$ cat src/rtl/seven_seg_scan_driver.sv
// seven_seg_scan_driver: multiplexed 7-segment display scanner with double-buffered digit data.
// Ports: clk, rst_n (sync, active-low); enable scans; load strobes digits_in/dp_in into the pending buffer;
// hex_mode shows 10..15 as A..F; lzb_en blanks leading zeros; seg/dp/an are registered drive outputs;
// pending flags buffered data not yet shown; frame_start pulses after the index wraps to digit 0.
module seven_seg_scan_driver #(
  parameter int NUM_DIGITS = 4,
  parameter int SCAN_DIV = 1000,
  parameter bit SEG_ACTIVE_LOW = 1'b0,
  parameter bit AN_ACTIVE_LOW = 1'b0
) (
  input  logic                    clk,
  input  logic                    rst_n,
  input  logic                    enable,
  input  logic                    load,
  input  logic [4*NUM_DIGITS-1:0] digits_in,
  input  logic [NUM_DIGITS-1:0]   dp_in,
  input  logic                    hex_mode,
  input  logic                    lzb_en,
  output logic [6:0]              seg,
  output logic                    dp,
  output logic [NUM_DIGITS-1:0]   an,
  output logic                    pending,
  output logic                    frame_start
);
  localparam int IW = NUM_DIGITS > 1 ? $clog2(NUM_DIGITS) : 1;
  localparam int CW = $clog2(SCAN_DIV);
  logic [CW-1:0] cnt_q, cnt_d;
  logic [IW-1:0] idx_q, idx_d;
  logic [4*NUM_DIGITS-1:0] act_q, act_d, pnd_q, pnd_d;
  logic [NUM_DIGITS-1:0] act_dp_q, act_dp_d, pnd_dp_q, pnd_dp_d, an_q, an_d, blank;
  logic [6:0] seg_q, seg_d;
  logic pending_q, pending_d, fs_q, fs_d, dp_q, dp_d;
  logic tc, wrap, xfer, zero_run;
  logic [3:0] nib;

  function automatic logic [6:0] decode(input logic [3:0] n, input logic hex);
    logic [6:0] s;
    case (n)
      4'h0: s = 7'b1111110;
      4'h1: s = 7'b0110000;
      4'h2: s = 7'b1101101;
      4'h3: s = 7'b1111001;
      4'h4: s = 7'b0110011;
      4'h5: s = 7'b1011011;
      4'h6: s = 7'b1011111;
      4'h7: s = 7'b1110000;
      4'h8: s = 7'b1111111;
      4'h9: s = 7'b1111011;
      4'hA: s = 7'b1110111;
      4'hB: s = 7'b0011111;
      4'hC: s = 7'b1001110;
      4'hD: s = 7'b0111101;
      4'hE: s = 7'b1001111;
      default: s = 7'b1000111;
    endcase
    return (n > 4'd9 && !hex) ? 7'b0 : s;
  endfunction

  always_comb begin
    zero_run = 1'b1;
    blank = '0;
    // Walk from the most significant digit down; a digit is blankable while every digit above it is zero.
    for (int k = NUM_DIGITS - 1; k >= 0; k--) begin
      zero_run = zero_run & (act_q[4*k +: 4] == 4'd0);
      blank[k] = lzb_en & zero_run & (k != 0);
    end
    nib = act_q[4*idx_q +: 4];
    tc = enable && cnt_q == CW'(SCAN_DIV - 1);
    wrap = tc && idx_q == IW'(NUM_DIGITS - 1);
    // Buffered data goes live only at a frame boundary, or immediately while the display is dark.
    xfer = pending_q && (wrap || !enable);
    cnt_d = !enable ? cnt_q : tc ? '0 : cnt_q + 1'b1;
    idx_d = !tc ? idx_q : wrap ? '0 : idx_q + 1'b1;
    act_d = xfer ? pnd_q : act_q;
    act_dp_d = xfer ? pnd_dp_q : act_dp_q;
    pnd_d = load ? digits_in : pnd_q;
    pnd_dp_d = load ? dp_in : pnd_dp_q;
    pending_d = load | (pending_q & ~xfer);
    fs_d = wrap;
    seg_d = (enable && !blank[idx_q]) ? decode(nib, hex_mode) : 7'b0;
    dp_d = enable & act_dp_q[idx_q];
    an_d = enable ? NUM_DIGITS'(1) << idx_q : '0;
  end

  always_ff @(posedge clk) begin
    if (!rst_n) begin
      cnt_q <= '0;
      idx_q <= '0;
      act_q <= '0;
      act_dp_q <= '0;
      pnd_q <= '0;
      pnd_dp_q <= '0;
      pending_q <= 1'b0;
      fs_q <= 1'b0;
      seg_q <= '0;
      dp_q <= 1'b0;
      an_q <= '0;
    end else begin
      cnt_q <= cnt_d;
      idx_q <= idx_d;
      act_q <= act_d;
      act_dp_q <= act_dp_d;
      pnd_q <= pnd_d;
      pnd_dp_q <= pnd_dp_d;
      pending_q <= pending_d;
      fs_q <= fs_d;
      seg_q <= seg_d;
      dp_q <= dp_d;
      an_q <= an_d;
    end
  end

  assign seg = seg_q ^ {7{SEG_ACTIVE_LOW}};
  assign dp = dp_q ^ SEG_ACTIVE_LOW;
  assign an = an_q ^ {NUM_DIGITS{AN_ACTIVE_LOW}};
  assign pending = pending_q;
  assign frame_start = fs_q;
endmodule

$ cat config.mk
export PLATFORM = sky130hd
export DESIGN_NAME = seven_seg_scan_driver
export DESIGN_NICKNAME = d
export VERILOG_FILES = /design/src/rtl/seven_seg_scan_driver.sv
export SDC_FILE = /design/constraint.sdc
export NUM_CORES = 1
export LEC_CHECK = 0
export BUFFER_PORTS_ARGS = -buffer_cell sky130_fd_sc_hd__clkbuf_2
export CORE_UTILIZATION = 55
export CTS_CLUSTER_DIAMETER = 120
export DETAILED_ROUTE_END_ITERATION = 16
export GPL_TIMING_DRIVEN = 1
export PLACE_DENSITY_LB_ADDON = 0.1
export SETUP_SLACK_MARGIN = 0.3
export SLEW_MARGIN = 25
export SYNTH_ARGS = -nofsm -noshare
export SYNTH_HDL_FRONTEND = slang
export SYNTH_SLANG_ARGS = --single-unit
$ cat constraint.sdc
create_clock -name clk -period 3.31 [get_ports clk]
set_input_delay 0.4965 -clock clk [delete_from_list [all_inputs] [get_ports clk]]
set_output_delay 0.4965 -clock clk [all_outputs]
set_load 0.02 [all_outputs]
==> results by stage, run 1 <==
Outcome:
- The flow ran to the end, and the final reports show no timing, DRC or antenna violations.

Place:
- The count of buffers inserted at the top-level ports is 39.
- The number of placed instances, taps included is 407.
- The placer congestion estimate is 0.830.
- Once detailed placement completed, the half-perimeter wirelength came to 3850 microns.

Route:
- The number of nets with antenna violations after detailed routing is 0.
- The total routed wirelength is 5540 microns.
- In the final routed layout, each cell accounts on average for 13.1 microns.
- The first TritonRoute pass finished after 4 iterations.
- The number of violations reported at the end of detailed-routing iteration 0 is 86.
- In the routed layout, each cell is associated on average with a via count of 5.21.
- The routed layout has 2205 vias.
- The count of unresolved DRC violations after routing is 0.

Layout:
- The layout has 427 filler cells.
- The final cell count without fillers is 423.
- The number of antenna diodes in the final layout is 0.
- Relative to the synthesized area, the layout overhead comes to 14.5%.
- The sequential cells in the finished layout cover a total of 1320 sq um.
- In the final layout, the multi-input gates occupy 1560 sq um.
- Cells with a size suffix above 1 make up 18.7% of the layout.
- Cells fill 66.3% of the core in the end.
- The number of nets in the layout is 383.

STA:
- The worst path uses 76.0% of the clock period.
- The smallest clock period supported by the final layout is computed as 2520 ps.
- Setup violations remaining at the end of the flow were counted as 0.
- The highest clock frequency the design can meet is 398 MHz.
- At the pin with the least slew margin, the transition time is 766 ps.
- On the final layout, the worst clock skew is 9.06 ps.
- Hold timing on the final database bottoms out at a slack of 383 ps.
- The final count of hold timing violations is 0.
- Setup repair after global routing left no endpoint under its margin.
- The final count of pins violating max slew came to 0.
- In this run the tightest slew margin relative to its limit is 48.6%.
- The summed negative setup slack over all endpoints is 0 ps.

Worst setup path:
- The worst setup path is captured at a flop.
- The setup path with the least slack is of type flop to flop.
- STA puts the critical path data required time at 3550 ps.
- The type of origin of the critical path is a flop.
- The largest fanout of any net on the critical path is 5.
- Data arrives at the worst endpoint at 2750 ps.

Global routing:
- The global-route wire length before repair is 9140 microns.
- The largest net degree at the start of global routing is 42.
- The global route total overflow is 0.
- Global routing used 21.7% of the available tracks across all layers.
- The number of antenna violations at the first check in global routing is 0.
- The via count of the first global-routing pass is 2056.

Die:
- The total die area is 5740 sq um.
- The die span in y is 75.8 microns.
- In this run the count of I/O pins placed on the die edge is 40.
- The initial utilization of the core area, before any placement, comes to 57.9%.
- The chip width is 75.8 microns.
- The cell row count is 26.
- The core area is 5170 sq um.

Yosys:
- The proportion of synthesized area in mux cells is 21.5%.
- In the synthesized netlist the async set-or-reset flop fraction comes to 0%.
- The library cell with the highest instance count after synthesis is dfxtp_1.
- The number of enable-type register cells in the synthesized netlist is 0.
- In the post-synthesis netlist, the biggest area contributors are dfxtp_1 44%, mux2i_1 15%, nand2_1 6.6%.
- Dividing the synthesized area by the synthesized cell count gives 9.57 sq um.
- The library cell with the largest summed area after synthesis is dfxtp_1.
- Of the synthesized area, sequential elements account for 44.1%.
- The proportion of netlist area held by the largest area contributor is 44.1%.
- The top flip-flop cell by instance count after synthesis is dfxtp_1.
- The adder and majority gate portion of the synthesized area is 3.76%.
- The synthesized netlist contains 45 unique library cells.
- The number of nets handed over by synthesis was 348.
- The combinational family with the most area after synthesis is multiplexers.
- Ranked by instance count, the synthesized netlist is headed by 66 x dfxtp_1, 53 x nand2_1, 46 x mux2i_1.
- The synthesized cell area is 2990 sq um.
- The area share of and/or/nand/nor cells after synthesis is 19.1%.
- The count of state elements after synthesis is 66.
- The synthesized netlist devotes 3.93% of its cell area to compound gates.
- The count of synthesis-stage warnings from yosys is 0.
- The synthesized netlist devotes 3.51% of its cell area to XOR and XNOR gates.
- The synthesized netlist cell count is 313.

Power and ir drop:
- The overall power of the completed layout is 1.70 mW.
- The leakage power summed over all cells is 1.40 nW.
- In this run the power density over the cells is 496 nW/um^2.
- The largest vdd supply drop is 425 uV.

Flow run:
- Max-cap violations in this run came to 0.

Clock network:
- CTS built an H-tree with a depth of 3.
- The TritonCTS clock tree is built.
- The post-CTS repair timing setup buffer count is 0.
- The later pin in the worst-skew pair is clocked with a latency of 340 ps.
- After clock tree synthesis, the clock-pin slew on the worst setup and hold paths is 70 ps.
- Gates resized during post-CTS repair numbered 0.
- The total of hold buffers inserted after clock tree synthesis is 0.
- For this design, the sink count on the clock tree is 66.
- The buffer levels on the longest clock path is 2.
- The clock root buffer is clkbuf_8.
- TritonCTS created 9 clock buffers.

Worst hold path:
- The worst hold path belongs to the class primary input to flop.
sequential cells by signal (all words and copies together) (netlist names), 2 cells and up:
| signal | cells |
|---|---|
| act_dp_q | 4 |
| pnd_q | 16 |
| an | 4 |
| seg | 7 |
| act_q | 16 |
| idx_q | 2 |
| cnt_q | 10 |
| pnd_dp_q | 4 |
placed cells by master, fill, tap and decap left out, drive strengths merged, types with 4 or more instances in the layout:
master  netlist  layout
inv           4       4
buf          10       4
nor3          6       6
dfxtp        66      66
and3          5       5
nor4          5       5
ha            9       9
xor2          5       5
xnor2         7       7
o21ai         4       4
a21oi         5       5
clkbuf        9      51
nor2         36      36
mux2i        46      46
nand2        53      53
mux2          4       4
nand4         4       4
mux4          6       6
per-stage QoR:
step	worst slack [ps]	cell area, sq um
6_report	795	3430
5_1_grt	469	3430
4_1_cts	808	3430
3_5_place_dp	842	3210
3_3_place_gp	1010	3210
2_1_floorplan	1110	2990
worst max-delay path, stage by stage, from the launching register on:
cell	delay (ps)
dfxtp_1	430
mux4_1	690
inv_1	180
ha_1	240
o21ai_0	90
o22ai_1	190
o21ai_0	230
nor4_1	360
power by group:
group	internal (mW)	switching, mW	total (mW)
Clock	0.445	0.300	0.745
Sequential	0.821	0.0154	0.836
Combinational	0.0535	0.0649	0.118
layer usage:
layer	vias up	part of all wire, %	global-route usage (%)
met5	-	0	0
met4	0	2.1	13.6
met3	10	3.8	5.03
met2	49	46	34.4
met1	1010	48	26.6
li1	1136	-	-
kinds of logic after synthesis:
family	count (synthesis)
mux	56
compound gates	19
buf+inv	24
flops	66
simple gates	127
fa+ha+maj	9
xor+xnor	12
area by class of cell:
type                            count  share of cell area, %
Clock inverter                      4                   2.19
Sequential cell                    66                   38.5
Inverter                            5                  0.547
Timing Repair Buffer               43                   6.57
Tap cell                           70                   2.55
Clock buffer                       12                   4.23
Multi-Input combinational cell    223                   45.4
path summary, 6_finish.rpt:
check                     start           to  slack [ps]  depth (start not counted)
setup reg to reg       idx_q[0]       seg[0]         790                          7
setup / recovery       idx_q[0]       seg[0]         790                          7
hold / removal    digits_in[11]    pnd_q[11]         380                          3
hold reg to reg     act_dp_q[1]  act_dp_q[1]         460                          2
No activity file was read; power rests on OpenSTA's default activity.
==> run 2, diff against run 1 <==
--- a/config.mk
+++ b/config.mk
@@ -6,7 +6,7 @@
 export NUM_CORES = 1
 export LEC_CHECK = 0
 export BUFFER_PORTS_ARGS = -buffer_cell sky130_fd_sc_hd__clkbuf_2
-export CORE_UTILIZATION = 55
+export CORE_UTILIZATION = 51
 export CTS_CLUSTER_DIAMETER = 120
 export DETAILED_ROUTE_END_ITERATION = 16
 export GPL_TIMING_DRIVEN = 1
==> constraint.sdc (replaced) <==
create_clock -name clk -period 2.1 [get_ports clk]
set_input_delay 0.315 -clock clk [delete_from_list [all_inputs] [get_ports clk]]
set_output_delay 0.315 -clock clk [all_outputs]
set_load 0.02 [all_outputs]
==> run 2 against run 1 <==
Net effect:
- final cell count rose by 5.4%
- sequential cell count unchanged
- clock-buffer cell count decreased by 2
- register-to-register slack got worse by 630 ps
- wire length grew 10%
- design area grew 10%
- die area up 7.6%
- clock power grew 42%
- critical endpoint unchanged
- largest power group unchanged
==> results by stage, run 2 (synthesized netlist as in run 1, its figures left out) <==
Layout:
- The signed area change from the synthesized netlist to the final layout is 26.0%.
- The library cells used most frequently in the layout, excluding fill and tap cells, are 64 x dfxtp_1, 53 x nand2_1, 45 x mux2i_1, 39 x clkbuf_2, 36 x nor2_1.
- The most common cell after layout, fill and taps aside is dfxtp_1.
- The number of filler cells placed in the layout is 461 (+8.0%).
- The utilization of the core after routing was 67.7% (+1.4 points).
- The number of nets in the layout was 404 (+5.5%).
- The fraction of layout cells with a size suffix above 1 was 27.5% (+8.8 points).
- The number of antenna repair diodes is 0 (unchanged).
- The largest registers in the layout are act_q (16), pnd_q (16), cnt_q (10).

Clock network:
- The number of sinks driven by the clock tree came to 66 (unchanged).
- The H-tree depth was 3 (unchanged).
- The buffer levels on the longest clock path is 2 (unchanged).
- The clock-pin slew reported for the worst setup and hold paths after clock tree synthesis is 80 ps (about the same).
- The tree is rooted in a clkbuf_8.
- The number of buffers added by the clock tree synthesis step is 9 (unchanged).
- The TritonCTS clock tree is built.
- The worst-skew pair later-pin latency came to 350 ps (about the same).

Global routing:
- The global-route wire length before repair was 10400 microns (+14%).
- The via count of the first global-routing pass is 2207 (+7.3%).
- The largest net degree at the start of global routing is 32 (-24%).
- The global route total overflow is 0 (unchanged).
- The total global-route track usage is 21.9% (+0.22 points).
- The number of antenna violations at the first check in global routing was 0 (unchanged).

Worst hold path:
- The number of cells on the worst hold path is 3 (unchanged).
- The worst min-delay path startpoint is dp_in[2].
- The worst min-delay path class is primary input to flop.
- The path with the worst hold slack has its endpoint at pnd_dp_q[2].

Die:
- The initial core utilization came to 53.7% (-4.2 points).
- The total die area was 6180 sq um (+7.6%).
- The core area is 5570 sq um (+7.8%).
- The cell row count is 27 (+3.8%).
- The number of I/O pins was 40 (unchanged).
- The die span in y is 78.6 microns (+3.7%).
- The chip width is 78.6 microns (+3.7%).

Worst setup path:
- In this run the worst setup path begins at idx_q[0].
- The nature of the critical path endpoint is a flop.
- The critical path's most frequent cell is o21ai_4.
- The data arrival time of the critical path is 2190 ps (-560 ps).
- The data required time of the critical path is 2360 ps (-1190 ps).
- The setup slack on the worst flop-to-flop path is 170 ps (-630 ps).
- The critical path goes through mux4_2 > inv_4 > ha_4 > o21ai_4 > o22ai_4 > o21ai_4 > nor4_2.
- The worst stage delay on the critical path is 550 ps (-140 ps).
- The type of origin of the critical path is a flop.
- The critical register-to-register path startpoint is idx_q[0].
- The largest fanout of any net on the critical path was 5 (unchanged).
- The length in cells of the worst reg-to-reg path is 7 (unchanged).
- The endpoint of the lowest-slack register-to-register path is seg[0].
- The slowest library cell on the worst path is mux4_2.
- The critical path class is flop to flop.
- The cell family contributing the most delay on the critical path is multiplexers.
- The number of buffer and inverter instances along the worst setup path was 1 (unchanged).

Place:
- The count of buffers inserted at the top-level ports is 39 (unchanged).
- The total half-perimeter wirelength after legalization and detailed placement came to 3860 microns (+0.22%).
- The placer congestion estimate is 0.778 (-6.3%).
- The post-placement worst setup slack is 110 ps (-732 ps).

STA:
- The clock period minus worst slack is 1930 ps (-583 ps).
- The transition time of the tightest slew-check pin is 673 ps (-92.8 ps).
- The final clock period utilization by the worst path is 92.0% (+16 points).
- The setup violation total in the final timing report came to 0 (unchanged).
- Setup repair after global routing could not meet its margin everywhere.
- The relative slew slack is 55.1% (+6.5 points).
- The summed negative setup slack over all endpoints is 0 ps (unchanged).
- The maximum clock skew at final layout is 12.2 ps (+3.10 ps).
- The setup slack of the critical path after layout came to 167 ps (-627 ps).
- The final count of hold timing violations was 0 (unchanged).
- The highest clock frequency the design can meet is 517 MHz (+30%).
- The final count of pins violating max slew is 0 (unchanged).

Power and ir drop:
- The leakage power summed over all cells is 1.54 nW (+10%).
- The overall power of the completed layout was 2.60 mW (+53%).
- The largest vdd supply drop is 505 uV (+19%).
- The power per unit of standard cell area is 689 nW/um^2 (+39%).

Route:
- The detailed route wirelength on metal2 came to 2830 microns (+10%).
- The total routed wirelength is 6090 microns (+10%).
- The number of optimization iterations in the first detailed-route pass is 4 (unchanged).
- In this run the top signal layer used is met4.
- The count of unresolved DRC violations after routing is 0 (unchanged).
- The routed wirelength normalized by instance count is 13.7 microns (+4.3%).
- The number of nets with antenna violations after detailed routing is 0 (unchanged).
- The met3 routed wirelength is 243 microns (+16%).
- The number of violations reported at the end of detailed-routing iteration 0 is 122 (+42%).
- The routed via count divided by cell count is 5.15 (-1.1%).
- The met1 routed wirelength after detailed routing is 2910 microns (+11%).
- The count of vias placed by the detailed router is 2299 (+4.3%).

Outcome:
- The flow ran to the end, and the final reports show no timing, DRC or antenna violations.

Flow run:
- The total of max-cap violations is 0 (unchanged).
## run 2: cell types whose count changed in the layout (fill, tap and decap cells not counted), sizes merged
cell and change:
bufinv -1, buf +20, clkinv +3, clkbuf -1
## run 2: where the power goes
| group | switching, mW | total, mW | internal, mW |
|---|---|---|---|
| Sequential | 0.0253 | 1.32 | 1.29 |
| Combinational | 0.115 | 0.226 | 0.111 |
| Clock | 0.506 | 1.06 | 0.550 |
| Total | 0.646 | 2.60 | 1.95 |
## run 2: worst max-delay path by stage
stage / cells past startpoint / slack, ps / to
floorplan: 8 / 170 / seg[0]
global placement: 5 / 160 / seg[0]
detailed placement: 7 / 110 / seg[1]
CTS: 7 / 200 / seg[1]
global route: 7 / 80 / seg[0]
finish: 7 / 170 / seg[0]
## run 2: cell type report
type	count	area (sq um)	share of cell area [%]
timing repair buffer	64	478	12.7
clock buffer	10	128	3.38
inverter	5	23.8	0.630
clock inverter	6	67.6	1.79
multi-input combinational	223	1660	44.0
tap	72	90.1	2.39
sequential	66	1330	35.1
## run 2: tightest hold or removal path, cell delays in order
cell	delay (ps)
clkbuf_2	70
mux2i_1	50
nor2_1	70
## run 2: per-stage QoR
step                      instances  cell area (sq um)  hold slack, ps
after floorplan                 313               3030             432
after global placement          410               3260             446
after detailed placement        410               3260             452
after CTS                       438               3630             189
after global routing            446               3770             199
final                           446               3770             202
## run 2: layer usage
metal	vias up	track usage, %
met4	0	9.44
met5	-	0
li1	1184	-
met2	50	33.9
met3	11	4.53
met1	1054	29.4
## run 2: timing repair
action,4_1_cts,5_1_grt
hold buffers,0,0
cloned,2,1
pin swaps,10,9
setup buffers,10,7
setup endpoints to repair,27,28
resized for setup,11,9
